**src/rtl/uart_tx_mmio_pkg.sv**
```systemverilog
// Shared types and register-map constants for the memory-mapped UART transmitter.
package uart_pkg;

  typedef enum logic [1:0] {
    IDLE  = 2'd0,
    START = 2'd1,
    DATA  = 2'd2,
    STOP  = 2'd3
  } UART_TX_STATE_t;

  localparam logic [1:0] UART_TXDATA_OFS  = 2'd0;
  localparam logic [1:0] UART_STATUS_OFS  = 2'd1;
  localparam logic [1:0] UART_DIVISOR_OFS = 2'd2;

  localparam int UART_ST_BUSY    = 0;
  localparam int UART_ST_EMPTY   = 1;
  localparam int UART_ST_FULL    = 2;
  localparam int UART_ST_OVF     = 3;
  localparam int UART_ST_CNT_LSB = 8;

endpackage

```
**src/rtl/uart_tx_mmio_if.sv**
```systemverilog
// Core data-bus bundle: the core drives address/strobes, the peripheral returns read data.
interface uart_tx_mmio_if;
  logic [31:0] bus_addr;
  logic [31:0] bus_wrdata;
  logic        bus_wren;
  logic        bus_rden;
  logic [31:0] bus_rddata;

  modport master (
    output bus_addr, bus_wrdata, bus_wren, bus_rden,
    input  bus_rddata
  );

  modport slave (
    input  bus_addr, bus_wrdata, bus_wren, bus_rden,
    output bus_rddata
  );
endinterface

```
**src/rtl/uart_tx_mmio_sync_fifo.sv**
```systemverilog
// Synchronous FIFO with combinational head read; a push into a full FIFO is taken
// only when a pop happens in the same cycle.
module sync_fifo #(
  parameter  int WIDTH = 8,
  parameter  int DEPTH = 8,
  localparam int AW    = $clog2(DEPTH),
  localparam int CW    = AW + 1
) (
  input  logic             clk,
  input  logic             rst,
  input  logic             push,
  input  logic             pop,
  input  logic [WIDTH-1:0] wr_data,
  output logic [WIDTH-1:0] rd_data,
  output logic             empty,
  output logic             full,
  output logic [CW-1:0]    count
);

  logic [WIDTH-1:0] r_mem [DEPTH];
  logic [AW-1:0]    r_wr_ptr;
  logic [AW-1:0]    r_rd_ptr;
  logic [CW-1:0]    r_count;
  logic             w_push;
  logic             w_pop;

  assign empty   = (r_count == '0);
  assign full    = (r_count == CW'(DEPTH));
  assign count   = r_count;
  assign rd_data = r_mem[r_rd_ptr];
  assign w_pop   = pop && !empty;
  assign w_push  = push && (!full || w_pop);

  always_ff @(posedge clk) begin
    if (w_push) r_mem[r_wr_ptr] <= wr_data;
  end

  always_ff @(posedge clk or posedge rst) begin
    if (rst) begin
      r_wr_ptr <= '0;
      r_rd_ptr <= '0;
      r_count  <= '0;
    end else begin
      if (w_push) r_wr_ptr <= r_wr_ptr + AW'(1);
      if (w_pop)  r_rd_ptr <= r_rd_ptr + AW'(1);
      case ({w_push, w_pop})
        2'b10:   r_count <= r_count + CW'(1);
        2'b01:   r_count <= r_count - CW'(1);
        default: r_count <= r_count;
      endcase
    end
  end

endmodule

```
**src/rtl/uart_tx_mmio.sv**
```systemverilog
// MMIO UART transmitter: register decode, TX FIFO and 8N1 baud/shift FSM.
// state | meaning
// IDLE  | line high, waiting for FIFO data
// START | start bit (0) for one bit time
// DATA  | eight data bits, LSB first
// STOP  | stop bit (1); chains straight into START if more data is queued
module uart_tx_mmio
  import uart_pkg::*;
#(
  parameter logic [31:0] BASE_ADDR  = 32'h1000_0000,
  parameter int          FIFO_DEPTH = 8,
  parameter logic [15:0] DIV_RESET  = 16'd434
) (
  input  logic           clk,
  input  logic           rst,
  uart_tx_mmio_if.slave  bus,
  output logic           tx,
  output logic           tx_idle_irq
);

  localparam int CW = $clog2(FIFO_DEPTH) + 1;

  UART_TX_STATE_t r_state, w_state_n;
  logic [15:0]    r_div;
  logic           r_ovf;
  logic [15:0]    r_baud_cnt, w_baud_cnt_n;
  logic [2:0]     r_bit_idx, w_bit_idx_n;
  logic [7:0]     r_shift, w_shift_n;
  logic           r_tx, w_tx_n;
  logic           r_irq, w_irq_n;

  logic           w_sel;
  logic [1:0]     w_ofs;
  logic           w_wr_txdata, w_wr_status, w_wr_div;
  logic           w_push, w_pop, w_tick;
  logic [15:0]    w_div_m1;
  logic [7:0]     w_fifo_rd;
  logic           w_empty, w_full;
  logic [CW-1:0]  w_count, w_count_n;
  logic [31:0]    w_status, w_rddata;

  assign w_sel       = (bus.bus_addr[31:4] == BASE_ADDR[31:4]);
  assign w_ofs       = bus.bus_addr[3:2];
  assign w_wr_txdata = bus.bus_wren && w_sel && (w_ofs == UART_TXDATA_OFS);
  assign w_wr_status = bus.bus_wren && w_sel && (w_ofs == UART_STATUS_OFS);
  assign w_wr_div    = bus.bus_wren && w_sel && (w_ofs == UART_DIVISOR_OFS);
  assign w_push      = w_wr_txdata && (!w_full || w_pop);
  assign w_count_n   = w_count + CW'(w_push) - CW'(w_pop);

  // A divisor of zero behaves as one clock per bit
  assign w_div_m1 = (r_div == 16'd0) ? 16'd0 : r_div - 16'd1;
  assign w_tick   = (r_baud_cnt == 16'd0);

  sync_fifo #(.WIDTH(8), .DEPTH(FIFO_DEPTH)) u_fifo (
    .clk     (clk),
    .rst     (rst),
    .push    (w_push),
    .pop     (w_pop),
    .wr_data (bus.bus_wrdata[7:0]),
    .rd_data (w_fifo_rd),
    .empty   (w_empty),
    .full    (w_full),
    .count   (w_count)
  );

  always_comb begin
    w_status                         = '0;
    w_status[UART_ST_BUSY]           = (r_state != IDLE);
    w_status[UART_ST_EMPTY]          = w_empty;
    w_status[UART_ST_FULL]           = w_full;
    w_status[UART_ST_OVF]            = r_ovf;
    w_status[UART_ST_CNT_LSB +: CW]  = w_count;
  end

  always_comb begin
    w_rddata = '0;
    if (bus.bus_rden && w_sel) begin
      case (w_ofs)
        UART_STATUS_OFS:  w_rddata = w_status;
        UART_DIVISOR_OFS: w_rddata = {16'd0, r_div};
        default:          w_rddata = '0;
      endcase
    end
  end
  assign bus.bus_rddata = w_rddata;

  always_ff @(posedge clk or posedge rst) begin
    if (rst) begin
      r_div <= DIV_RESET;
      r_ovf <= 1'b0;
    end else begin
      if (w_wr_div) r_div <= bus.bus_wrdata[15:0];
      if (w_wr_txdata && !w_push)                 r_ovf <= 1'b1;
      else if (w_wr_status && bus.bus_wrdata[3])  r_ovf <= 1'b0;
    end
  end

  always_comb begin
    w_state_n    = r_state;
    w_bit_idx_n  = r_bit_idx;
    w_shift_n    = r_shift;
    w_pop        = 1'b0;
    w_baud_cnt_n = r_baud_cnt;
    if (r_state != IDLE && !w_tick) w_baud_cnt_n = r_baud_cnt - 16'd1;
    case (r_state)
      IDLE: begin
        if (!w_empty) begin
          w_pop        = 1'b1;
          w_shift_n    = w_fifo_rd;
          w_bit_idx_n  = 3'd0;
          w_baud_cnt_n = w_div_m1;
          w_state_n    = START;
        end
      end
      START: begin
        if (w_tick) begin
          w_baud_cnt_n = w_div_m1;
          w_bit_idx_n  = 3'd0;
          w_state_n    = DATA;
        end
      end
      DATA: begin
        if (w_tick) begin
          w_baud_cnt_n = w_div_m1;
          if (r_bit_idx == 3'd7) begin
            w_state_n = STOP;
          end else begin
            w_shift_n   = r_shift >> 1;
            w_bit_idx_n = r_bit_idx + 3'd1;
          end
        end
      end
      STOP: begin
        if (w_tick) begin
          w_baud_cnt_n = w_div_m1;
          if (!w_empty) begin
            w_pop       = 1'b1;
            w_shift_n   = w_fifo_rd;
            w_bit_idx_n = 3'd0;
            w_state_n   = START;
          end else begin
            w_state_n = IDLE;
          end
        end
      end
      default: w_state_n = IDLE;
    endcase

    // Line level is registered from the next state so it changes on bit boundaries
    case (w_state_n)
      START:   w_tx_n = 1'b0;
      DATA:    w_tx_n = w_shift_n[0];
      default: w_tx_n = 1'b1;
    endcase
    w_irq_n = (w_state_n == IDLE) && (w_count_n == '0);
  end

  always_ff @(posedge clk or posedge rst) begin
    if (rst) begin
      r_state    <= IDLE;
      r_baud_cnt <= '0;
      r_bit_idx  <= '0;
      r_shift    <= '0;
      r_tx       <= 1'b1;
      r_irq      <= 1'b1;
    end else begin
      r_state    <= w_state_n;
      r_baud_cnt <= w_baud_cnt_n;
      r_bit_idx  <= w_bit_idx_n;
      r_shift    <= w_shift_n;
      r_tx       <= w_tx_n;
      r_irq      <= w_irq_n;
    end
  end

  assign tx          = r_tx;
  assign tx_idle_irq = r_irq;

endmodule

```
**src/flat_wrapper.sv**
```systemverilog
// flat-port wrapper written by rule: the top's interface ports become plain ports
module uart_tx_mmio_flat import uart_pkg::*;
#(
  parameter logic [31:0] BASE_ADDR  = 32'h1000_0000,
  parameter int          FIFO_DEPTH = 8,
  parameter logic [15:0] DIV_RESET  = 16'd434
)
  (clk, rst, tx, tx_idle_irq, bus_bus_addr, bus_bus_wrdata, bus_bus_wren, bus_bus_rden, bus_bus_rddata);
  uart_tx_mmio_if bus_i ();
  input  logic clk;
  input  logic rst;
  output logic tx;
  output logic tx_idle_irq;
  input wire logic [$bits(bus_i.bus_addr)-1:0] bus_bus_addr;
  input wire logic [$bits(bus_i.bus_wrdata)-1:0] bus_bus_wrdata;
  input wire logic [$bits(bus_i.bus_wren)-1:0] bus_bus_wren;
  input wire logic [$bits(bus_i.bus_rden)-1:0] bus_bus_rden;
  output wire logic [$bits(bus_i.bus_rddata)-1:0] bus_bus_rddata;
  assign bus_i.bus_addr = bus_bus_addr;
  assign bus_i.bus_wrdata = bus_bus_wrdata;
  assign bus_i.bus_wren = bus_bus_wren;
  assign bus_i.bus_rden = bus_bus_rden;
  assign bus_bus_rddata = bus_i.bus_rddata;
  uart_tx_mmio #(.BASE_ADDR(BASE_ADDR), .FIFO_DEPTH(FIFO_DEPTH), .DIV_RESET(DIV_RESET)) u_core (.clk(clk), .rst(rst), .bus(bus_i), .tx(tx), .tx_idle_irq(tx_idle_irq));
endmodule
```
**config.mk**
```make
export PLATFORM = sky130hd
export DESIGN_NAME = uart_tx_mmio_flat
export DESIGN_NICKNAME = d
export VERILOG_FILES = /design/src/rtl/uart_tx_mmio_pkg.sv /design/src/rtl/uart_tx_mmio_if.sv /design/src/rtl/uart_tx_mmio_sync_fifo.sv /design/src/rtl/uart_tx_mmio.sv /design/src/flat_wrapper.sv
export SDC_FILE = /design/constraint.sdc
export NUM_CORES = 1
export LEC_CHECK = 0
export BUFFER_PORTS_ARGS = -buffer_cell sky130_fd_sc_hd__buf_2
export CAP_MARGIN = 20
export CORE_UTILIZATION = 50
export DETAILED_ROUTE_END_ITERATION = 16
export PLACE_DENSITY_LB_ADDON = 0.3
export SLEW_MARGIN = 20
export SYNTH_ARGS = -nofsm -noshare
export SYNTH_HDL_FRONTEND = slang
export SYNTH_SLANG_ARGS = --single-unit
```
**constraint.sdc**
```tcl
create_clock -name clk -period 3.9 [get_ports clk]
set_input_delay 0.39 -clock clk [delete_from_list [all_inputs] [get_ports clk]]
set_output_delay 0.39 -clock clk [all_outputs]
set_load 0.02 [all_outputs]
```
==> run_results.csv <==
group,metric,value,unit
status,status,"complete, no violations",
placed_design,preCtsSetupSlack,0.462,ns
route,ant_nets,0,
grt,met2_usage,36.8,%
timing,fin_ws,0.425,ns
setup_path,crit_type,"flop to flop",
clocking,cts_buffer_depth,2,
synth,syn_area,0.00640,mm^2
cells_and_area,drive_above_1_share,26.9,%
floorplanning,placementRows,40,
power,clkPwrFrac,40.7,%
synth,synth_edf_count,64,
placed_design,port_buffers,67,
grt,globalRouteMet1Util,28.7,%
timing,hold_viol,0,
clocking,cts_tree,"built",
route,route.vias.total,4404,
timing,final-max-slew-violation-count,0,
grt,grt.busiest_layer,"met2",
worst_hold_path,hp-class,"primary input to asynchronous set/reset pin",
floorplanning,die_h,115,um
route,first_pass_iters,4,
timing,period_needed,3.48,ns
floorplanning,die_x,115,um
cells_and_area,syn2layout_area_growth,16.4,%
setup_path,arrival,3.81,ns
timing,setup_tns,0,ns
route,wl,13.5,mm
timing,timing.fmax,288,MHz
synth,ys_ff_latch,122,
cells_and_area,diodes,0,
clocking,cts_resized,0,
floorplanning,core-area,0.0123,mm^2
synth,yosysSeqAreaShare,52.8,%
timing,min_period_over_period,89.1,%
grt,grt_pass1_wl,22.3,mm
synth,async_flop_share,47.5,%
cells_and_area,final_cell_mix,"buf_2, edfxtp_1, dfrtp_1",
cells_and_area,multi_input_area,0.00277,mm^2
grt,globalRouteMet3Util,5.80,%
clocking,cts_root_buffer,"clkbuf_16",
clocking,post_cts_buffers,0,
clocking,cts_sinks,122,
power,powerDensity,471,mW/mm^2
grt,antenna_found_initial,0,
route,drc,0,
timing,max_slew.worst_pin.slew,1.06,ns
setup_path,cpPeakStageDelay,0.59,ns
cells_and_area,regArea,0.00338,mm^2
synth,synthFlopType,"edfxtp_1",
run,cap_violations,0,
grt,track_usage,22.4,%
setup_path,crit_chain,"ha_1, or4b_2, nor4_1, buf_4, o21ai_0, a21bo_2, inv_1, ha_1, inv_1, fa_1, xor2_1, nand4b_1, nor3_1",
grt,grt_max_degree,39,
grt,grt_pass1_vias,4517,
power,seqPwrFrac,41.5,%
setup_path,crit_fanout,12,
placed_design,gp_routability_congestion,0.804,
power,combPwrFrac,17.8,%
timing,whs,0.132,ns
timing,slew_headroom,29.1,%
synth,synthDistinctLibCells,60,
power,p_leak,0.00302,uW
power,switching_share,27.5,%
clocking,clock_latency,0.41,ns
floorplanning,start_util,52.2,%
synth,avgSynthCellArea,12.1,um^2
synth,synthCells,529,
setup_path,end_kind,"flop",
timing,setup_viol,0,
clocking,cts_buffers,17,
floorplanning,num_io_pins,102,
power,p_int,2540,uW
timing,fin_skew,0.00792,ns
synth,synth_warnings,0,
route,wl_per_cell,17.1,um
cells_and_area,num-fill-cells,952,
route,drt_iter0_markers,248,
power,switching_power,966,uW
setup_path,startpoint_type,"flop",
timing,rsz0062_at_grt,"no",
cells_and_area,final_nets,700,
setup_path,cp_slowest_cell,"or4b_2",
placed_design,place_hpwl,9.66,mm
clocking,cts_hold_buf,0,
setup_path,critPathRequiredTime,4.24,ns
clocking,htreeDepth,4,
floorplanning,dieArea,0.0133,mm^2
cells_and_area,mostFrequentLayoutCell,"buf_2",
power,ir_drop,0.000371,V
clocking,clk_pin_slew,0.06,ns
grt,overflow,0,
route,viasPerCell,5.59,
[layout make-up]
type,instances,area share [%]
well taps,168,2.82
clock buffers,20,5.85
inverters,24,1.21
repair buffers,84,6.21
clock inverters,12,1.41
flip-flops and latches,122,45.3
multi-input cells,358,37.2
[per-layer routing]
layer  up-vias  wire length [um]
met5         -                 0
met3        15               641
met2       119              6780
met1      2181              5960
li1       2089                 -
met4         0               127
[flip-flops by register name (all words and copies together), names as in the netlist]
| signal | cells |
|---|---|
| u_core.r_div | 16 |
| u_core.tx | 1 |
| u_core.r_state | 2 |
| u_core.u_fifo.count | 4 |
| u_core.r_baud_cnt | 16 |
| u_core.u_fifo.r_wr_ptr | 3 |
| u_core.tx_idle_irq | 1 |
| u_core.r_bit_idx | 3 |
| u_core.u_fifo.r_mem | 64 |
| u_core.u_fifo.r_rd_ptr | 3 |
| u_core.r_shift | 8 |
| u_core.r_ovf | 1 |
[power groups by stage]
stage / Combinational, uW / Clock (uW) / Sequential [uW]
finish: 624 / 1430 / 1460
global route: 701 / 1500 / 1460
CTS: 623 / 1450 / 1460
detailed placement: 618 / 0 / 1480
global placement: 590 / 0 / 1480
floorplan: 475 / 0 / 1480
[kinds of logic after synthesis]
family | Yosys count | share of synthesized area [%]
compound gates | 73 | 7.89
xor+xnor | 34 | 4.65
fa+ha+maj | 25 | 5.00
buf+inv | 64 | 4.81
flops | 122 | 52.8
mux | 49 | 11.2
other cells | 1 | 0.0585
simple gates | 161 | 13.6
[worst paths after layout]
| check | startpoint | to | slack (ns) | cells after the start |
|---|---|---|---|---|
| max | u_core.r_state[1] | u_core.tx_idle_irq | 0.42 | 13 |
| max reg2reg | u_core.r_state[1] | u_core.tx_idle_irq | 0.42 | 13 |
| min | rst | u_core.r_div[12] | 0.13 | 2 |
| min reg2reg | u_core.r_bit_idx[2] | u_core.r_bit_idx[2] | 0.50 | 2 |
| max in group asynchronous | rst | u_core.tx_idle_irq | 2.92 | 3 |
| min in group clk | bus_bus_wrdata[9] | u_core.r_div[9] | 0.22 | 2 |
[worst max-delay path: cells and delay by family, from the launching register on]
kind,cells,cell delay (ns)
and+or+nand+nor,4,1.25
adders and majority gates,3,0.75
AOI/OAI and AO/OA,2,0.45
DFF,1,0.42
buffers and inverters,3,0.37
xor gates and xnor gates,1,0.16
[metrics by stage]
step	instances	utilization (%)	total power [uW]	instance area (um^2)
final	788	60.8	3510	7460
after global routing	788	60.8	3670	7460
after global placement	756	56.4	2070	6920
after detailed placement	756	56.4	2100	6920
after floorplan	544	-	1960	6460
after CTS	788	60.8	3530	7460
[Yosys cell counts, types with 2 or more instances]
library cell  count  area (um^2)
a211oi_1          7         52.6
a21oi_1          17         85.1
a22oi_1           8         60.1
and2_1           13         81.3
buf_1             3         11.3
buf_2             6         30.0
buf_4            16          120
clkbuf_1         15         56.3
dfrtp_1          51         1280
dfstp_2           7          184
edfxtp_1         64         1920
ha_1             24          300
inv_1            23         86.3
mux2_2           19          214
mux2i_1          14          140
mux4_2           16          360
nand2_1          30          113
nand2b_1          3         18.8
nand3_1          11         55.1
nand4_1           3         18.8
nor2_1           38          143
nor2b_1           3         18.8
nor3_1           21          105
nor3b_1           2         15.0
nor4_1           17          106
nor4b_1           6         52.6
o21ai_0          14         70.1
o22ai_1          11         68.8
o41ai_1           2         17.5
or3b_2            2         17.5
or4_1             2         15.0
xnor2_1          20          175
xor2_1           14          123
Power figures use the tool's default switching activity.
